File: config.mk
export PLATFORM = sky130hd
export DESIGN_NAME = hazard_ctrl
export DESIGN_NICKNAME = d
export VERILOG_FILES = /design/src/rtl/hazard_ctrl.sv
export SDC_FILE = /design/constraint.sdc
export NUM_CORES = 1
export LEC_CHECK = 0
export CELL_PAD_IN_SITES_DETAIL_PLACEMENT = 1
export CELL_PAD_IN_SITES_GLOBAL_PLACEMENT = 2
export CORE_MARGIN = 5
export CORE_UTILIZATION = 30
export DETAILED_ROUTE_END_ITERATION = 12
export PLACE_DENSITY = 0.9
export SETUP_SLACK_MARGIN = 0.5
export SLEW_MARGIN = 15
export SYNTH_ARGS = -nofsm -noshare
export SYNTH_HDL_FRONTEND = slang
export SYNTH_SLANG_ARGS = --single-unit
export TNS_END_PERCENT = 100
File: constraint.sdc
create_clock -name i_clk -period 7.23 [get_ports i_clk]
set_clock_uncertainty 0.2 [all_clocks]
set_input_delay 1.446 -clock i_clk [delete_from_list [all_inputs] [get_ports i_clk]]
set_output_delay 1.446 -clock i_clk [all_outputs]
set_load 0.01 [all_outputs]
File: src/rtl/hazard_ctrl.sv
// hazard_ctrl: pipeline hazard controller for the five-stage core.
// Produces per-stage enables/flushes, EX forwarding selects, a multi-cycle
// memory freeze FSM, and stall/flush performance counters.
module hazard_ctrl #(
  parameter int REG_AW  = 5,
  parameter int MEM_LAT = 1,
  parameter int FWD_EN  = 1
) (
  input  logic              i_clk,
  input  logic              i_reset,
  input  logic [REG_AW-1:0] i_rs1_id,
  input  logic [REG_AW-1:0] i_rs2_id,
  input  logic              i_rs1_use_id,
  input  logic              i_rs2_use_id,
  input  logic [REG_AW-1:0] i_rs1_ex,
  input  logic [REG_AW-1:0] i_rs2_ex,
  input  logic [REG_AW-1:0] i_rd_ex,
  input  logic              i_rd_wren_ex,
  input  logic              i_is_load_ex,
  input  logic              i_pc_sel_ex,
  input  logic [REG_AW-1:0] i_rd_mem,
  input  logic              i_rd_wren_mem,
  input  logic              i_mem_req_mem,
  input  logic [REG_AW-1:0] i_rd_wb,
  input  logic              i_rd_wren_wb,
  output logic              o_enable_pc,
  output logic              o_enable_if,
  output logic              o_enable_id,
  output logic              o_enable_ex,
  output logic              o_enable_mem,
  output logic              o_reset_if,
  output logic              o_reset_id,
  output logic              o_reset_ex,
  output logic              o_reset_mem,
  output logic [1:0]        o_fwd_a_sel,
  output logic [1:0]        o_fwd_b_sel,
  output logic [31:0]       o_stall_cnt,
  output logic [31:0]       o_flush_cnt
);

  typedef enum logic {RUN, WAIT} state_t;

  // A latency of 1 never freezes; otherwise the wait counter starts at MEM_LAT-2.
  localparam bit          LONG_MEM = (MEM_LAT > 1);
  localparam logic [3:0]  CNT_INIT = 4'((MEM_LAT > 1) ? (MEM_LAT - 2) : 0);
  localparam bit          FWD      = (FWD_EN != 0);

  state_t      r_state;
  logic [3:0]  r_cnt;
  logic [31:0] r_stall_cnt;
  logic [31:0] r_flush_cnt;

  logic w_freeze;
  logic w_match_ex;
  logic w_match_mem;
  logic w_stall;
  logic w_flush_take;

  // x0 is never a real producer, so it never matches.
  function automatic logic f_match(input logic u, input logic [REG_AW-1:0] src,
                                   input logic wren, input logic [REG_AW-1:0] rd);
    return u && (src != '0) && wren && (src == rd);
  endfunction

  function automatic logic [1:0] f_fwd(input logic [REG_AW-1:0] src);
    if (!FWD)                                         return 2'b00;
    else if (f_match(1'b1, src, i_rd_wren_mem, i_rd_mem)) return 2'b01;
    else if (f_match(1'b1, src, i_rd_wren_wb, i_rd_wb))   return 2'b10;
    else                                              return 2'b00;
  endfunction

  assign w_freeze    = (r_state == RUN) ? (i_mem_req_mem && LONG_MEM) : (r_cnt != 4'd0);
  assign w_match_ex  = f_match(i_rs1_use_id, i_rs1_id, i_rd_wren_ex, i_rd_ex) ||
                       f_match(i_rs2_use_id, i_rs2_id, i_rd_wren_ex, i_rd_ex);
  assign w_match_mem = f_match(i_rs1_use_id, i_rs1_id, i_rd_wren_mem, i_rd_mem) ||
                       f_match(i_rs2_use_id, i_rs2_id, i_rd_wren_mem, i_rd_mem);
  assign w_stall     = FWD ? (i_is_load_ex && w_match_ex) : (w_match_ex || w_match_mem);

  assign o_fwd_a_sel = f_fwd(i_rs1_ex);
  assign o_fwd_b_sel = f_fwd(i_rs2_ex);
  assign o_stall_cnt = r_stall_cnt;
  assign o_flush_cnt = r_flush_cnt;

  // Enable/flush priority: reset, freeze, redirect, data stall, run.
  always_comb begin
    o_enable_pc  = 1'b1;
    o_enable_if  = 1'b1;
    o_enable_id  = 1'b1;
    o_enable_ex  = 1'b1;
    o_enable_mem = 1'b1;
    o_reset_if   = 1'b1;
    o_reset_id   = 1'b1;
    o_reset_ex   = 1'b1;
    o_reset_mem  = 1'b1;
    w_flush_take = 1'b0;
    if (!i_reset) begin
      o_enable_pc  = 1'b0;
      o_enable_if  = 1'b0;
      o_enable_id  = 1'b0;
      o_enable_ex  = 1'b0;
      o_enable_mem = 1'b0;
      o_reset_if   = 1'b0;
      o_reset_id   = 1'b0;
      o_reset_ex   = 1'b0;
      o_reset_mem  = 1'b0;
    end else if (w_freeze) begin
      // Redirect is held in the frozen ID/EX register and handled at unfreeze.
      o_enable_pc  = 1'b0;
      o_enable_if  = 1'b0;
      o_enable_id  = 1'b0;
      o_enable_ex  = 1'b0;
      o_enable_mem = 1'b0;
    end else if (i_pc_sel_ex) begin
      o_reset_if   = 1'b0;
      o_reset_id   = 1'b0;
      w_flush_take = 1'b1;
    end else if (w_stall) begin
      o_enable_pc  = 1'b0;
      o_enable_if  = 1'b0;
      o_reset_id   = 1'b0;
    end
  end

  // Memory-latency FSM: RUN freezes on a long op and hands off to WAIT.
  always_ff @(posedge i_clk or negedge i_reset) begin
    if (!i_reset) begin
      r_state <= RUN;
      r_cnt   <= 4'd0;
    end else begin
      case (r_state)
        RUN: if (i_mem_req_mem && LONG_MEM) begin
          r_state <= WAIT;
          r_cnt   <= CNT_INIT;
        end
        WAIT: if (r_cnt != 4'd0) r_cnt <= r_cnt - 4'd1;
              else               r_state <= RUN;
        default: r_state <= RUN;
      endcase
    end
  end

  // Performance counters, free-running with natural 32-bit wrap.
  always_ff @(posedge i_clk or negedge i_reset) begin
    if (!i_reset) begin
      r_stall_cnt <= 32'd0;
      r_flush_cnt <= 32'd0;
    end else begin
      if (!o_enable_pc) r_stall_cnt <= r_stall_cnt + 32'd1;
      if (w_flush_take) r_flush_cnt <= r_flush_cnt + 32'd1;
    end
  end

endmodule

After elaboration in Yosys (flattened, before gate mapping)
Cells that the tools add are included.

Memories kept: 0. Logic and storage cells: 58. Output and inout port bits: 77. Flip-flop bits (word level): 69. Latch bits: 0. Input bits: 45. ROM bits: 0. Bits in writable memories: 0.

Reduce and logical (&&, ||, !) cells: 22. Eq/ne operators: 6. Magnitude comparators: 0. Multipliers: 0. Divide/modulo/power cells: 0. Multiplexer cells: 23. $add $sub $neg: 3. Bitwise gates (word level): 0. Shifts and indexed selects: 0.

Operators with widths (count): $add 32x1->32 const B (2); $eq 5x5->1 (6); $reduce_bool 5->1 (4); $mux 1 (19); $logic_and 1x1->1 (15); $mux 2 (4); $reduce_bool 4->1 (1); $sub 4x1->4 const B (1); $reduce_and 2->1 (1); $logic_or 1x1->1 (1).

Longest topological paths before layout
Depth in word-level cells: 10. Mapped depth: 9. Depth with buffers taken out: 8.

Worst setup path before layout
OpenSTA, ideal clock, no wires.

Path kind: input port to output port. From: in i_rs2_id[0]. To: out o_enable_pc. Slack: 2811 ps. Cell stages on the path: 6. Data required time: 5584 ps. Arrival time: 2773 ps. Cell sequence: or4_1 > a21oi_1 > and4bb_4 > nor2_8 > buf_6 > buf_4.

Word-level cells in the longest chain between the ends: 10. Elaborated cells on any way between the ends: 11. Those cells by class: eq/ne (1); mux (4); reduce/logical (6).

Ends and longest elaborated chain: start: declaration (RTL line 12) `input logic [REG_AW-1:0] i_rs2_id,`; $reduce_bool 5->1; $logic_and 1x1->1; $logic_and 1x1->1 (RTL line 62) `return u && (src != '0) && wren && (src == rd);`; $logic_and 1x1->1 (*) (RTL line 62); $logic_or 1x1->1 (*) (RTL line 73) `assign w_match_ex = f_match(i_rs1_use_id, i_rs1_id, i_rd_wren_ex, i_rd_ex) ||`; $logic_and 1x1->1 (*) (RTL line 77) `assign w_stall = FWD ? (i_is_load_ex && w_match_ex) : (w_match_ex || w_match_mem);`; $mux 1 (*) (4 in a row); end: declaration (RTL line 26) `output logic o_enable_pc,`.

Mark *: on every way between the ends. The rest lies on a longest branch, timed or not.

Final worst setup path
From: in i_rs2_id[0]. To: out o_enable_pc.

Word-level cells in the longest chain between the ends: 10. Elaborated cells on any way between the ends: 11. Those cells by class: eq/ne (1); mux (4); reduce/logical (6).

Ends and longest elaborated chain: $reduce_bool 5->1; $logic_and 1x1->1; $logic_and 1x1->1 (RTL line 62); $logic_and 1x1->1 (*) (RTL line 62); $logic_or 1x1->1 (*) (RTL line 73); $logic_and 1x1->1 (*) (RTL line 77); $mux 1 (*) (RTL line 117) `end else if (w_stall) begin`; $mux 1 (*) (RTL line 113) `end else if (i_pc_sel_ex) begin`; $mux 1 (*) (RTL line 106) `end else if (w_freeze) begin`; $mux 1 (*) (RTL line 96) `if (!i_reset) begin`.

Marked as above.

==> results.cfg <==
[setup_path]
required_ns = 5.58
critPathMaxFanout = 32
worst_path_largest_cell_delay_ns = 0.63
critical_path.cell_chain = clkdlybuf4s50_1 -> or4_1 -> a21oi_1 -> and4bb_4 -> nor2_8 -> clkdlybuf4s50_1
crit_type = in2out
r2r_start = r_cnt[0]$_DFFE_PN0P_
worstPathArrival_ns = 3.96
critPathLaunch = i_rs2_id[0]
end_kind = primary output
cp-start-kind = input pin
cp_num_buf_inv = 2
cpMaxStageDelayCell = clkdlybuf4s50_1
cpLargestDelayFamily = simple AND/OR/NAND/NOR gates
cp_common_cell = clkdlybuf4s50_1

[final_layout]
fill_cells = 1349
utilization = 0.438
area_growth_pct = 43.7
nets = 512
drive_gt1_frac = 0.0661
num_antenna_cells = 0

[cts]
postCtsHoldBufs = 0
cts_buffer_depth = 2
cts_root_buffer = clkbuf_16
cts_tree = yes
cts_setup_buffers = 0
cts.repair.resized = 0
cts-htree-levels = 3
path_clk_slew_ns = 0.06
clkSinkCount = 69
clk_latency_ns = 0.33
cts_buffers = 9

[logic_synthesis]
synth_top_area_frac = 0.471
ys_async_sr_fraction = 1.00
yosysSeqAreaShare = 0.471
synthTopCellsByArea = dfrtp_1 (47%), xnor2_1 (12%), xor2_1 (9.8%)
synth_seq_cells = 69
synth_warnings = 0
ys_types = 45
syn_inst = 343
synth_area_per_cell_sq_um = 10.7
syn_area_sq_um = 3660
syn-num-nets = 391
yosys.area.top_type = dfrtp_1
synth-edff-count = 0
ys.flop_type = dfrtp_1

[flow_run]
max-cap-violations = 0

[route]
wire_per_inst_um = 16.7
routed_via_density = 4.86
via_count = 2992
routed_wl_um = 10300
drt_iter0_drc = 138
dr.pass1.iters = 2
drtAntennaViolNets = 0
drc = 0

[timing]
grt_setup_unrepaired = no
finalSetupTns_ns = 0
slew_violations = 0
fin_crit_sh = 0.776
hold_violations = 0
fmax_mhz = 178
timing.hold.ws_ns = 0.271
min_period_ns = 5.61
max-slew-margin-rel = 0.382
setup_viol = 0
worstMarginPinSlew_ns = 0.927

[global_route]
grt_pass1_vias = 3242
grt_start_max_net_pins = 75
grt_use_total = 0.146
antenna_found_initial = 0
grt_pass1_wl_um = 17100
gr-total-overflow = 0

[die]
initial_core_util = 0.305
rows = 40
die_area_sq_um = 14500
die_x_um = 121
core_sq_um = 12000
die_height_um = 121
ios = 122

[worst_hold_path]
min_from = o_flush_cnt[31]$_DFFE_PN0P_
hold_path_class = reg2reg

[place]
hpwlAfterDp_um = 7850
numPortBuffers = 120
gp_congestion = 0.779

[power_and_ir_drop]
leakage_nw = 2.12
finalPower_mw = 1.19
peakVddDrop_mv = 0.128
power.density_nw_per_um2 = 226

[status]
outcome = finished clean
kinds of logic (layout without fill, tap and decap cells):
logic type | count (synthesis) | count (layout) | share of synthesized area
compound gates | 13 | 13 | 0.0246
flops | 69 | 69 | 0.471
mux | 2 | 2 | 0.00615
buf+inv | 22 | 148 | 0.0338
xor+xnor | 92 | 92 | 0.220
simple gates | 142 | 142 | 0.234
fa+ha+maj | 3 | 3 | 0.0102
cells in the mapped netlist, drive strengths merged (4+ instances only):
cell and number:
nand4 14, nand2 27, nor3b 5, nor2 14
nand3 26, xnor2 51, o21ai 6, nor4 14
xor2 41, inv 11, buf 8, nor4b 4
dfrtp 69, nor3 16, and3 7
cells in the final DEF (no fill, tap or decap), drive strengths merged, types with 3 or more instances in the layout:
| master | synthesis | final |
|---|---|---|
| inv | 11 | 11 |
| nor3b | 5 | 5 |
| nand4 | 14 | 14 |
| or4 | 3 | 3 |
| nor4b | 4 | 4 |
| o21ai | 6 | 6 |
| nor4 | 14 | 14 |
| dfrtp | 69 | 69 |
| nand2 | 27 | 27 |
| nand3 | 26 | 26 |
| xnor2 | 51 | 51 |
| ha | 3 | 3 |
| and3 | 7 | 7 |
| or2 | 3 | 3 |
| xor2 | 41 | 41 |
| clkdlybuf4s50 | 0 | 119 |
| nor3 | 16 | 16 |
| clkbuf | 3 | 12 |
| nor2 | 14 | 14 |
worst reg2reg max path, stage by stage (launching register included):
cell,delay (ns)
dfrtp_1,0.40
inv_1,0.08
ha_1,0.19
nor3b_2,0.29
o2111ai_1,0.33
nor4_1,0.72
nand3_1,0.18
xnor2_1,0.16
cell type report:
cell class / instances / area, sq um / area share
Timing Repair Buffer: 121 / 1210 / 0.229
Multi-Input combinational cell: 252 / 1810 / 0.344
Clock buffer: 12 / 246 / 0.0468
Clock inverter: 4 / 47.5 / 0.00903
Tap cell: 147 / 184 / 0.0349
Inverter: 11 / 41.3 / 0.00784
Sequential cell: 69 / 1730 / 0.328
registers in the layout, indices dropped and copies added, names as in the netlist:
register     flops
o_flush_cnt     32
o_stall_cnt     32
r_cnt            4
r_state          1
final timing paths:
| check | to | slack [ns] | cells past startpoint |
|---|---|---|---|
| worst max-delay path | o_enable_pc | 1.62 | 6 |
| worst min-delay path | o_flush_cnt[31]$_DFFE_PN0P_ | 0.27 | 1 |
| worst max register to register | o_flush_cnt[28]$_DFFE_PN0P_ | 4.57 | 7 |
| worst min register to register | o_flush_cnt[31]$_DFFE_PN0P_ | 0.27 | 1 |
| max in group asynchronous | o_stall_cnt[13]$_DFFE_PN0N_ | 5.05 | 2 |
| min in group asynchronous | o_flush_cnt[18]$_DFFE_PN0P_ | 1.18 | 2 |
metrics by stage:
step / setup slack (ns) / instance area, sq um / std cells
floorplan: 2.81 / 3660 / 343
global placement: 1.67 / 4970 / 600
detailed placement: 1.65 / 4970 / 600
CTS: 1.63 / 5270 / 616
global route: 1.57 / 5270 / 616
finish: 1.62 / 5270 / 616
power breakdown:
| group | leakage [nW] | internal, mW | switching, mW |
|---|---|---|---|
| clock | 0.143 | 0.275 | 0.160 |
| combinational | 1.10 | 0.148 | 0.111 |
| sequential | 0.870 | 0.430 | 0.0647 |
metal layers:
metal	track usage	vias up	routed length, um	part of all wire
met5	0	-	0	0
met1	0.173	1484	4360	0.42
met2	0.264	63	5430	0.53
met3	0.0384	8	428	0.042
met4	0.0347	0	74	0.0072
li1	-	1437	-	-
Note: power is estimated with default switching activity, not from simulation.
